**config.mk**
```make
export PLATFORM = sky130hd
export DESIGN_NAME = alu_ctrl_stage
export DESIGN_NICKNAME = d
export VERILOG_FILES = /design/src/rtl/alu_ctrl_stage.sv
export SDC_FILE = /design/constraint.sdc
export NUM_CORES = 1
export LEC_CHECK = 0
export BUFFER_PORTS_ARGS = -buffer_cell sky130_fd_sc_hd__buf_4
export CAP_MARGIN = 30
export CORE_ASPECT_RATIO = 1.1
export CORE_MARGIN = 2
export CORE_UTILIZATION = 45
export DETAILED_ROUTE_END_ITERATION = 10
export PLACE_DENSITY = 0.75
export SLEW_MARGIN = 10
export SYNTH_ARGS = -nofsm -noshare
export SYNTH_HDL_FRONTEND = slang
export SYNTH_SLANG_ARGS = --single-unit
```
**constraint.sdc**
```tcl
create_clock -name clk -period 1.7 [get_ports clk]
set_input_delay 0.425 -clock clk [delete_from_list [all_inputs] [get_ports clk]]
set_output_delay 0.425 -clock clk [all_outputs]
set_load 0.05 [all_outputs]
```
**src/rtl/alu_ctrl_stage.sv**
```systemverilog
`default_nettype none
// ============================================================================
// Module   : alu_ctrl_stage
// Brief    : ID->EX ALU control register with MIPS decode, stall/flush and a
//            one-shot overflow trap. ALU_CTRL_ILLEGAL_TRAP_EN adds illegal_trap.
// Revision : 1.0  initial release
// ============================================================================
module alu_ctrl_stage #(
  parameter int PC_W = 32
) (
  input  logic            clk,
  input  logic            rst_n,
  input  logic            valid_id,
  input  logic [5:0]      opcode_id,
  input  logic [5:0]      funct_id,
  input  logic [4:0]      shamt_id,
  input  logic [PC_W-1:0] pc_id,
  input  logic            stall,
  input  logic            flush,
  input  logic            alu_overflow,
  output logic            valid_ex,
  output logic [2:0]      alu_op_ex,
  output logic [4:0]      shamt_ex,
  output logic            alu_src_imm_ex,
  output logic            imm_zext_ex,
  output logic            ovf_chk_ex,
  output logic            reg_write_ex,
  output logic            illegal_ex,
  output logic            ovf_trap,
`ifdef ALU_CTRL_ILLEGAL_TRAP_EN
  output logic            illegal_trap,
`endif
  output logic [PC_W-1:0] trap_pc
);

  typedef struct packed {
    logic       valid;
    logic [2:0] alu_op;
    logic [4:0] shamt;
    logic       src_imm;
    logic       zext;
    logic       chk;
    logic       wr;
    logic       ill;
  } ctl_t;

  localparam ctl_t c_bubble = '{1'b0, 3'b100, 5'd0, 1'b0, 1'b0, 1'b0, 1'b0, 1'b0};

  ctl_t            ctl_q, ctl_d, w_dec;
  logic [PC_W-1:0] pc_ex_q, pc_ex_d;
  logic [PC_W-1:0] trap_pc_q, trap_pc_d;
  logic            trapped_ex_q, trapped_ex_d;
  logic            ovf_trap_q, ovf_trap_d;
  logic            ill_trap_q, ill_trap_d;
  logic            w_ovf_hit, w_ill_hit, w_any_hit;

  // Anything not matched below stays illegal: pass op, no writeback.
  always_comb begin
    w_dec        = c_bubble;
    w_dec.valid  = 1'b1;
    w_dec.ill    = 1'b1;
    case (opcode_id)
      6'h00: begin
        case (funct_id)
          6'h20: begin w_dec.alu_op = 3'b010; w_dec.chk = 1'b1; w_dec.wr = 1'b1; w_dec.ill = 1'b0; end
          6'h21: begin w_dec.alu_op = 3'b010; w_dec.wr = 1'b1; w_dec.ill = 1'b0; end
          6'h22: begin w_dec.alu_op = 3'b110; w_dec.chk = 1'b1; w_dec.wr = 1'b1; w_dec.ill = 1'b0; end
          6'h23: begin w_dec.alu_op = 3'b110; w_dec.wr = 1'b1; w_dec.ill = 1'b0; end
          6'h24: begin w_dec.alu_op = 3'b000; w_dec.wr = 1'b1; w_dec.ill = 1'b0; end
          6'h25: begin w_dec.alu_op = 3'b001; w_dec.wr = 1'b1; w_dec.ill = 1'b0; end
          6'h2A: begin w_dec.alu_op = 3'b111; w_dec.wr = 1'b1; w_dec.ill = 1'b0; end
          6'h00: begin
            w_dec.alu_op = 3'b011;
            w_dec.shamt  = shamt_id;
            w_dec.wr     = 1'b1;
            w_dec.ill    = 1'b0;
          end
          default: ;
        endcase
      end
      6'h08: begin w_dec.alu_op = 3'b010; w_dec.src_imm = 1'b1; w_dec.chk = 1'b1; w_dec.wr = 1'b1; w_dec.ill = 1'b0; end
      6'h09: begin w_dec.alu_op = 3'b010; w_dec.src_imm = 1'b1; w_dec.wr = 1'b1; w_dec.ill = 1'b0; end
      6'h0C: begin w_dec.alu_op = 3'b000; w_dec.src_imm = 1'b1; w_dec.zext = 1'b1; w_dec.wr = 1'b1; w_dec.ill = 1'b0; end
      6'h0D: begin w_dec.alu_op = 3'b001; w_dec.src_imm = 1'b1; w_dec.zext = 1'b1; w_dec.wr = 1'b1; w_dec.ill = 1'b0; end
      6'h0A: begin w_dec.alu_op = 3'b111; w_dec.src_imm = 1'b1; w_dec.wr = 1'b1; w_dec.ill = 1'b0; end
      6'h23: begin w_dec.alu_op = 3'b010; w_dec.src_imm = 1'b1; w_dec.wr = 1'b1; w_dec.ill = 1'b0; end
      6'h2B: begin w_dec.alu_op = 3'b010; w_dec.src_imm = 1'b1; w_dec.ill = 1'b0; end
      6'h04, 6'h05: begin w_dec.alu_op = 3'b110; w_dec.ill = 1'b0; end
      6'h02: begin w_dec.alu_op = 3'b100; w_dec.ill = 1'b0; end
      default: ;
    endcase
    if (!valid_id) begin
      w_dec = c_bubble;
    end
  end

  // trapped_ex_q keeps a stalled instruction from trapping more than once.
  assign w_ovf_hit = ctl_q.valid & ctl_q.chk & alu_overflow & ~trapped_ex_q;
`ifdef ALU_CTRL_ILLEGAL_TRAP_EN
  assign w_ill_hit = ctl_q.valid & ctl_q.ill & ~trapped_ex_q;
`else
  assign w_ill_hit = 1'b0;
`endif
  assign w_any_hit = w_ovf_hit | w_ill_hit;

  always_comb begin
    ctl_d        = ctl_q;
    pc_ex_d      = pc_ex_q;
    trapped_ex_d = trapped_ex_q;
    ovf_trap_d   = w_ovf_hit;
    ill_trap_d   = w_ill_hit;
    trap_pc_d    = w_any_hit ? pc_ex_q : trap_pc_q;
    if (flush) begin
      ctl_d        = c_bubble;
      pc_ex_d      = '0;
      trapped_ex_d = 1'b0;
    end else if (stall) begin
      trapped_ex_d = trapped_ex_q | w_any_hit;
    end else begin
      ctl_d        = w_dec;
      pc_ex_d      = pc_id;
      trapped_ex_d = 1'b0;
    end
  end

  always_ff @(posedge clk) begin
    if (!rst_n) begin
      ctl_q        <= c_bubble;
      pc_ex_q      <= '0;
      trap_pc_q    <= '0;
      trapped_ex_q <= 1'b0;
      ovf_trap_q   <= 1'b0;
      ill_trap_q   <= 1'b0;
    end else begin
      ctl_q        <= ctl_d;
      pc_ex_q      <= pc_ex_d;
      trap_pc_q    <= trap_pc_d;
      trapped_ex_q <= trapped_ex_d;
      ovf_trap_q   <= ovf_trap_d;
      ill_trap_q   <= ill_trap_d;
    end
  end

  assign valid_ex       = ctl_q.valid;
  assign alu_op_ex      = ctl_q.alu_op;
  assign shamt_ex       = ctl_q.shamt;
  assign alu_src_imm_ex = ctl_q.src_imm;
  assign imm_zext_ex    = ctl_q.zext;
  assign ovf_chk_ex     = ctl_q.chk;
  assign reg_write_ex   = ctl_q.wr;
  assign illegal_ex     = ctl_q.ill;
  assign ovf_trap       = ovf_trap_q;
  assign trap_pc        = trap_pc_q;
`ifdef ALU_CTRL_ILLEGAL_TRAP_EN
  assign illegal_trap   = ill_trap_q;
`else
  logic w_unused_ill_trap;
  assign w_unused_ill_trap = ill_trap_q;
`endif

endmodule
`default_nettype wire

```
==> results of run 1 <==
## kinds of logic after synthesis
group,count (synthesis),share of synthesized area [%]
and+or+nand+nor,145,20.4
DFF,80,50.0
AOI/OAI and AO/OA,68,15.7
muxes,32,10.0
buffers and inverters,25,3.87
## how the worst max path moves through the flow
stage	from	end	slack [ns]	cells past startpoint
2_1_floorplan	opcode_id[0]	shamt_ex[0]$_SDFFE_PP0N_	-0.04	6
3_3_place_gp	opcode_id[5]	shamt_ex[1]$_SDFFE_PP0N_	-0.22	6
3_5_place_dp	opcode_id[5]	shamt_ex[3]$_SDFFE_PP0N_	-0.30	6
4_1_cts	opcode_id[5]	shamt_ex[3]$_SDFFE_PP0N_	0.05	6
5_1_grt	opcode_id[4]	shamt_ex[4]$_SDFFE_PP0N_	0.01	6
6_report	opcode_id[4]	shamt_ex[3]$_SDFFE_PP0N_	0.08	6
## metrics by stage
step / cell area, sq um / worst slack (ns) / util, % / cells / hold slack, ns
after floorplan: 3210 / -0.0441 / - / 350 / 0.441
after global placement: 4100 / -0.221 / 58.8 / 530 / 0.426
after detailed placement: 4100 / -0.303 / 58.8 / 530 / 0.433
after CTS: 4310 / 0.0507 / 61.9 / 545 / 0.287
after global routing: 4320 / 0.0139 / 62.1 / 546 / 0.281
final: 4320 / 0.0812 / 62.1 / 546 / 0.300
## routing by layer
metal	vias up	track usage, %
li1	1399	-
met1	1272	24.2
met2	89	32.3
met3	7	4.01
met4	0	6.75
met5	-	0
## cell usage in the layout, fill, tap and decap left out, drive strengths merged, types with 3 or more instances in the layout
| master | instances |
|---|---|
| buf | 117 |
| dfxtp | 80 |
| nand2 | 74 |
| nor2 | 45 |
| a21boi | 33 |
| mux2i | 32 |
| clkbuf | 9 |
| o21ai | 8 |
| a22o | 7 |
| inv | 6 |
| nand2b | 5 |
| a21oi | 5 |
| nor3 | 5 |
| and2 | 4 |
| nand3 | 3 |
## registers in the layout (all words and copies together), names as in the netlist, 3 cells and up
signal and flops:
alu_op_ex 3, trap_pc 32, shamt_ex 5, pc_ex_q 32
## power breakdown
part,switching (uW),total [uW],internal (uW)
sequential,13.5,1910,1900
combinational,148,319,170
clock,688,1520,830
## layout make-up
type / count / area (sq um)
fill: 637 / 2640
inverter: 4 / 15.0
clock inverter: 6 / 91.3
tap: 85 / 106
timing repair buffer: 117 / 907
sequential: 80 / 1600
clock buffer: 9 / 124
multi-input combinational: 245 / 1480
## repair_timing
item,CTS,global route
gates resized for setup,0,1
hold endpoints to repair,0,0
buffers inserted,0,1
setup endpoints to repair,0,5
==> out/qor.yml, run 1 <==
run_status:
  status: "completed"
yosys:
  synth_fp_nets: 405
  netlist_top_cells_count: "dfxtp_1, nand2_1, nor2_1"
  yosysWarnings: 0
  yosysMostFrequentCell: "dfxtp_1"
  synth_cell_types: 43
  synthCells: 350
  synth.area.top_cells: "dfxtp_1, mux2i_1, nand2_1"
  synth_area_sq_um: 3200
  async_flop_share_pct: 0
  ys.flop_type: "dfxtp_1"
  yosysSeqAreaShare_pct: 50.0
  synth_top_area_share_pct: 50.0
  synth_edf_count: 0
  ys_seq_elements: 80
  syn_area_per_cell_sq_um: 9.14
  synth_top_area_cell: "dfxtp_1"
worst_hold_path:
  hold-path-cell-count: 2
  min_from: "shamt_id[0]"
  holdPathEnd: "shamt_ex[0]$_SDFFE_PP0N_"
  min_path_type: "in -> reg"
floorplanning:
  row_count: 32
  die_h_um: 92.5
  ios: 102
  core-area_sq_um: 6970
  die_area_sq_um: 7800
  start_util_pct: 45.9
  die_w_um: 84.4
clocking:
  clk_latency_ns: 0.34
  root_buffer: "clkbuf_8"
  cts.htree.levels: 3
  clock_path_buffers: 2
  postCtsHoldBufs: 0
  cts.sinks: 80
  clk_pin_slew_ns: 0.08
  cts_tree: "done"
  numCtsBuffers: 9
sta:
  hold_viol_final: 0
  drv_slew: 0
  fin_tns_setup_ns: 0
  tightest_slew_ns: 0.371
  max_freq_ghz: 0.618
  setup_viol: 0
  min_period_ns: 1.62
  finalCritPeriodShare_pct: 95.2
  rsz0062_at_grt: "no"
  max-slew-margin-rel_pct: 75.3
  clock-skew-final_ns: 0.0117
power:
  ir_drop_v: 0.000575
  total_power_uw: 3750
  leakagePower_uw: 0.00187
  power.density_nw_per_um2: 867
setup_path:
  regToRegEndpoint: "trap_pc[16]$_SDFFE_PN0P_"
  r2r_start: "ovf_chk_ex$_SDFFE_PP0N_"
  r2r_cells: 5
  cp_cell_sequence: "buf_4 -> or4_4 -> nor4b_4 -> nand2_2 -> nor3_4 -> a22o_1"
  worst-path-max-fanout: 5
  critPathMaxStageDelay_ns: 0.53
  crit_path_top_delay_cell: "or4_4"
  r2r_slack_ns: 0.40
  cpLargestDelayFamily: "simple AND/OR/NAND/NOR gates"
  cp.required_ns: 1.98
  crit_type: "in -> reg"
  arrival_ns: 1.90
  start_kind: "primary input"
  critPathBufInv: 1
  crit_path_end_kind: "flop"
global_routing:
  grt_use_total_pct: 19.1
  antenna_found_initial: 0
  gr-total-overflow: 0
  grt_pass1_vias: 2540
  grt_pass1_wl_mm: 11.9
  grt_max_degree: 35
drt:
  top_layer: "met4"
  drt_iter0_drc: 105
  vias: 2767
  wl_met1_mm: 3.36
  first_pass_iters: 6
  postRouteAntennaNets: 0
  wl_mm: 7.53
  routed_via_density: 5.07
  wl_per_cell_um: 13.8
  drcViolationCount: 0
  routed-wl-met2_mm: 3.68
  met3_length_um: 401
final_layout:
  antenna_cells: 0
  synthToLayoutAreaGrowth_pct: 35.1
  nNetsFinal: 512
  drive_gt1_share_pct: 30.8
placement:
  routabilityCongestion: 0.868
  io_buffers: 101
  dpl.hpwl_mm: 5.31
flow_run:
  cap_violations: 0
No activity file was read; power rests on OpenSTA's default activity.
==> inputs of run 2 (changes only) <==
--- a/config.mk
+++ b/config.mk
@@ -5,10 +5,11 @@
 export SDC_FILE = /design/constraint.sdc
 export NUM_CORES = 1
 export LEC_CHECK = 0
-export BUFFER_PORTS_ARGS = -buffer_cell sky130_fd_sc_hd__buf_4
+export ABC_AREA = 1
+export BUFFER_PORTS_ARGS = -buffer_cell sky130_fd_sc_hd__buf_2
 export CAP_MARGIN = 30
 export CORE_ASPECT_RATIO = 1.1
-export CORE_MARGIN = 2
+export CORE_MARGIN = 8
 export CORE_UTILIZATION = 45
 export DETAILED_ROUTE_END_ITERATION = 10
 export PLACE_DENSITY = 0.75
==> run 2 against run 1 <==
Effect of this change:
- clock skew shrank 0.0013 ns
- die area grew 28%
- sequential power is essentially flat
- via count grew 8.9%
- clock power shrank 8%
- combinational power shrank 19%
- non-clock buffer count shrank 8
- critical endpoint is now reg_write_ex
- global-route usage shrank 2.3 points
- synthesized cell count grew 21%
- worst setup slack gained 0.21 ns
==> out/qor.yml, run 2 <==
sta:
  rsz0062_at_grt: "no"  # unchanged
  tightest_slew_ns: 0.337  # was 0.371 ns
  fin_tns_setup_ns: 0  # unchanged
  finalCritPeriodShare_pct: 82.9  # was 95.2%
  hold_viol_final: 0  # unchanged
  drv_slew: 0  # unchanged
  max-slew-margin-rel_pct: 77.6  # was 75.3%
  max_freq_ghz: 0.709  # was 0.618 GHz
  min_period_ns: 1.41  # was 1.62 ns
  clock-skew-final_ns: 0.0104  # was 0.0117 ns
  worst_slack_ns: 0.290  # was 0.0812 ns
  setup_viol: 0  # unchanged
final_layout:
  mostFrequentLayoutCells: "buf_2, nand2_1, dfxtp_1"  # was buf_4, dfxtp_1, nand2_1
  fill_cells: 684  # was 637
  drive_gt1_share_pct: 28.7  # was 30.8%
  mostFrequentLayoutCell: "buf_2"  # was buf_4
  synthToLayoutAreaGrowth_pct: 25.1  # was 35.1%
  antenna_cells: 0  # unchanged
  nNetsFinal: 577  # was 512
placement:
  post-place-ws_ns: 0.165  # was -0.303 ns
  io_buffers: 101  # unchanged
  dpl.hpwl_mm: 6.05  # was 5.31 mm
  routabilityCongestion: 0.848  # was 0.868
yosys:
  ys_seq_elements: 80  # unchanged
  synth_top_area_share_pct: 50.7  # was 50.0%
  synth.area.top_cells: "dfxtp_1, nand2_1, nor2_1"  # was dfxtp_1, mux2i_1, nand2_1
  synthCells: 423  # was 350
  synth_cell_types: 24  # was 43
  synth_edf_count: 0  # unchanged
  yosysWarnings: 0  # unchanged
  yosysSeqAreaShare_pct: 50.7  # was 50.0%
  netlist_top_cells_count: "nand2_1, dfxtp_1, nor2_1"  # was dfxtp_1, nand2_1, nor2_1
  yosysMostFrequentCell: "nand2_1"  # was dfxtp_1
  ys.flop_type: "dfxtp_1"  # unchanged
  synth_fp_nets: 478  # was 405
  async_flop_share_pct: 0  # unchanged
  syn_area_per_cell_sq_um: 7.47  # was 9.14 sq um
  synth_top_area_cell: "dfxtp_1"  # unchanged
  synth_area_sq_um: 3160  # was 3200 sq um
flow_run:
  cap_violations: 0  # unchanged
setup_path:
  cp_cell_sequence: "buf_2"  # was buf_4 -> or4_4 -> nor4b_4 -> nand2_2 -> nor3_4 -> a22o_1
  cp.required_ns: 1.27  # was 1.98 ns
  worst-path-max-fanout: 2  # was 5
  cpLargestDelayFamily: "flip-flops"  # was simple AND/OR/NAND/NOR gates
  critPathMaxStageDelay_ns: 0.36  # was 0.53 ns
  crit_type: "reg -> out"  # was in -> reg
  critPathBufInv: 1  # unchanged
  crit_path_end_kind: "primary output"  # was flop
  start_kind: "flop"  # was primary input
  crit_path_top_delay_cell: "dfxtp_1"  # was or4_4
  arrival_ns: 0.98  # was 1.90 ns
floorplanning:
  ios: 102  # unchanged
  core-area_sq_um: 6930  # was 6970 sq um
  die_w_um: 95.9  # was 84.4 um
  die_h_um: 104  # was 92.5 um
  die_area_sq_um: 9960  # was 7800 sq um
  start_util_pct: 45.6  # was 45.9%
  row_count: 32  # unchanged
global_routing:
  grt_max_degree: 33  # was 35
  grt_pass1_vias: 2953  # was 2540
  grt_pass1_wl_mm: 13.6  # was 11.9 mm
  antenna_found_initial: 0  # unchanged
  grt_use_total_pct: 16.8  # was 19.1%
  gr-total-overflow: 0  # unchanged
clocking:
  numCtsBuffers: 9  # unchanged
  cts_resized: 0  # unchanged
  root_buffer: "clkbuf_8"  # unchanged
  clock_path_buffers: 2  # unchanged
  postCtsHoldBufs: 0  # unchanged
  clk_latency_ns: 0.35  # was 0.34 ns
  clk_pin_slew_ns: 0.09  # was 0.08 ns
  cts.htree.levels: 3  # unchanged
  cts.sinks: 80  # unchanged
  postCtsSetupRepairBufs: 0  # unchanged
  cts_tree: "done"  # unchanged
drt:
  first_pass_iters: 4  # was 6
  postRouteAntennaNets: 0  # unchanged
  wl_per_cell_um: 13.7  # was 13.8 um
  drcViolationCount: 0  # unchanged
  routed_via_density: 4.92  # was 5.07
  vias: 3013  # was 2767
  wl_mm: 8.39  # was 7.53 mm
  drt_iter0_drc: 100  # was 105
worst_hold_path:
  min_path_type: "in -> reg"  # unchanged
run_status:
  status: "completed"  # unchanged
power:
  leakagePower_uw: 0.00199  # was 0.00187 uW
  total_power_uw: 3570  # was 3750 uW
  ir_drop_v: 0.000513  # was 0.000575 V
  power.density_nw_per_um2: 903  # was 867 nW/um^2
-- run 2: cell types whose count changed after synthesis, moves of 14 or more --
| cell | change |
|---|---|
| a21boi_0 | -33 |
| a21oi_1 | +32 |
| inv_1 | +14 |
| mux2i_1 | -32 |
| nand2_1 | +23 |
| nor2_1 | +35 |
| o21ai_0 | +33 |
-- run 2: stage by stage --
step / area [sq um] / util, % / hold slack, ns / cells
after floorplan: 3160 / - / 0.422 / 423
after global placement: 3750 / 54.1 / 0.443 / 596
after detailed placement: 3750 / 54.1 / 0.445 / 596
after CTS: 3950 / 57.1 / 0.303 / 612
after global routing: 3950 / 57.1 / 0.305 / 612
final: 3950 / 57.1 / 0.318 / 612
-- run 2: per-layer routing --
layer | GRT usage (%) | up-vias | part of all wire [%]
li1 | - | 1559 | -
met1 | 19.9 | 1355 | 42
met2 | 28.2 | 89 | 49
met3 | 4.26 | 10 | 7.0
met4 | 6.05 | 0 | 1.6
met5 | 0 | - | 0
-- run 2: cell families after synthesis --
| family | count (synthesis) | synth area share, % |
|---|---|---|
| compound gates | 81 | 13.0 |
| buf+inv | 44 | 5.86 |
| flops | 80 | 50.7 |
| simple gates | 218 | 30.4 |
-- run 2: where the power goes --
part / switching, uW / leakage [uW] / total [uW] / internal (uW)
clock: 704 / 0.000102 / 1400 / 696
combinational: 162 / 0.00124 / 258 / 96.3
sequential: 13.6 / 0.000647 / 1910 / 1900
-- run 2: final timing paths --
path / slack (ns) / cells after the start / start / to
setup reg to reg: 0.40 / 5 / ovf_chk_ex$_SDFFE_PP0N_ / trap_pc[16]$_SDFFE_PN0P_
hold reg to reg: 0.46 / 2 / pc_ex_q[26]$_SDFFE_PP0N_ / pc_ex_q[26]$_SDFFE_PP0N_
hold / removal: 0.32 / 3 / pc_id[26] / pc_ex_q[26]$_SDFFE_PP0N_
setup / recovery: 0.29 / 1 / reg_write_ex$_SDFFE_PP0N_ / reg_write_ex
-- run 2: final cells by class --
class	instances	area [sq um]	share of cell area, %
clock buffer	9	124	3.13
clock inverter	7	80.1	2.03
inverter	23	86.3	2.18
multi-input combinational	299	1380	34.8
sequential	80	1600	40.5
tap	85	106	2.69
timing repair buffer	109	578	14.6
-- run 2: worst register-to-register path, delay by kind of cell (launching register included) --
kind                   cells  cell delay, ns
and+or+nand+nor            3            0.39
DFF                        1            0.36
buffers and inverters      1            0.31
AOI/OAI and AO/OA          1            0.16
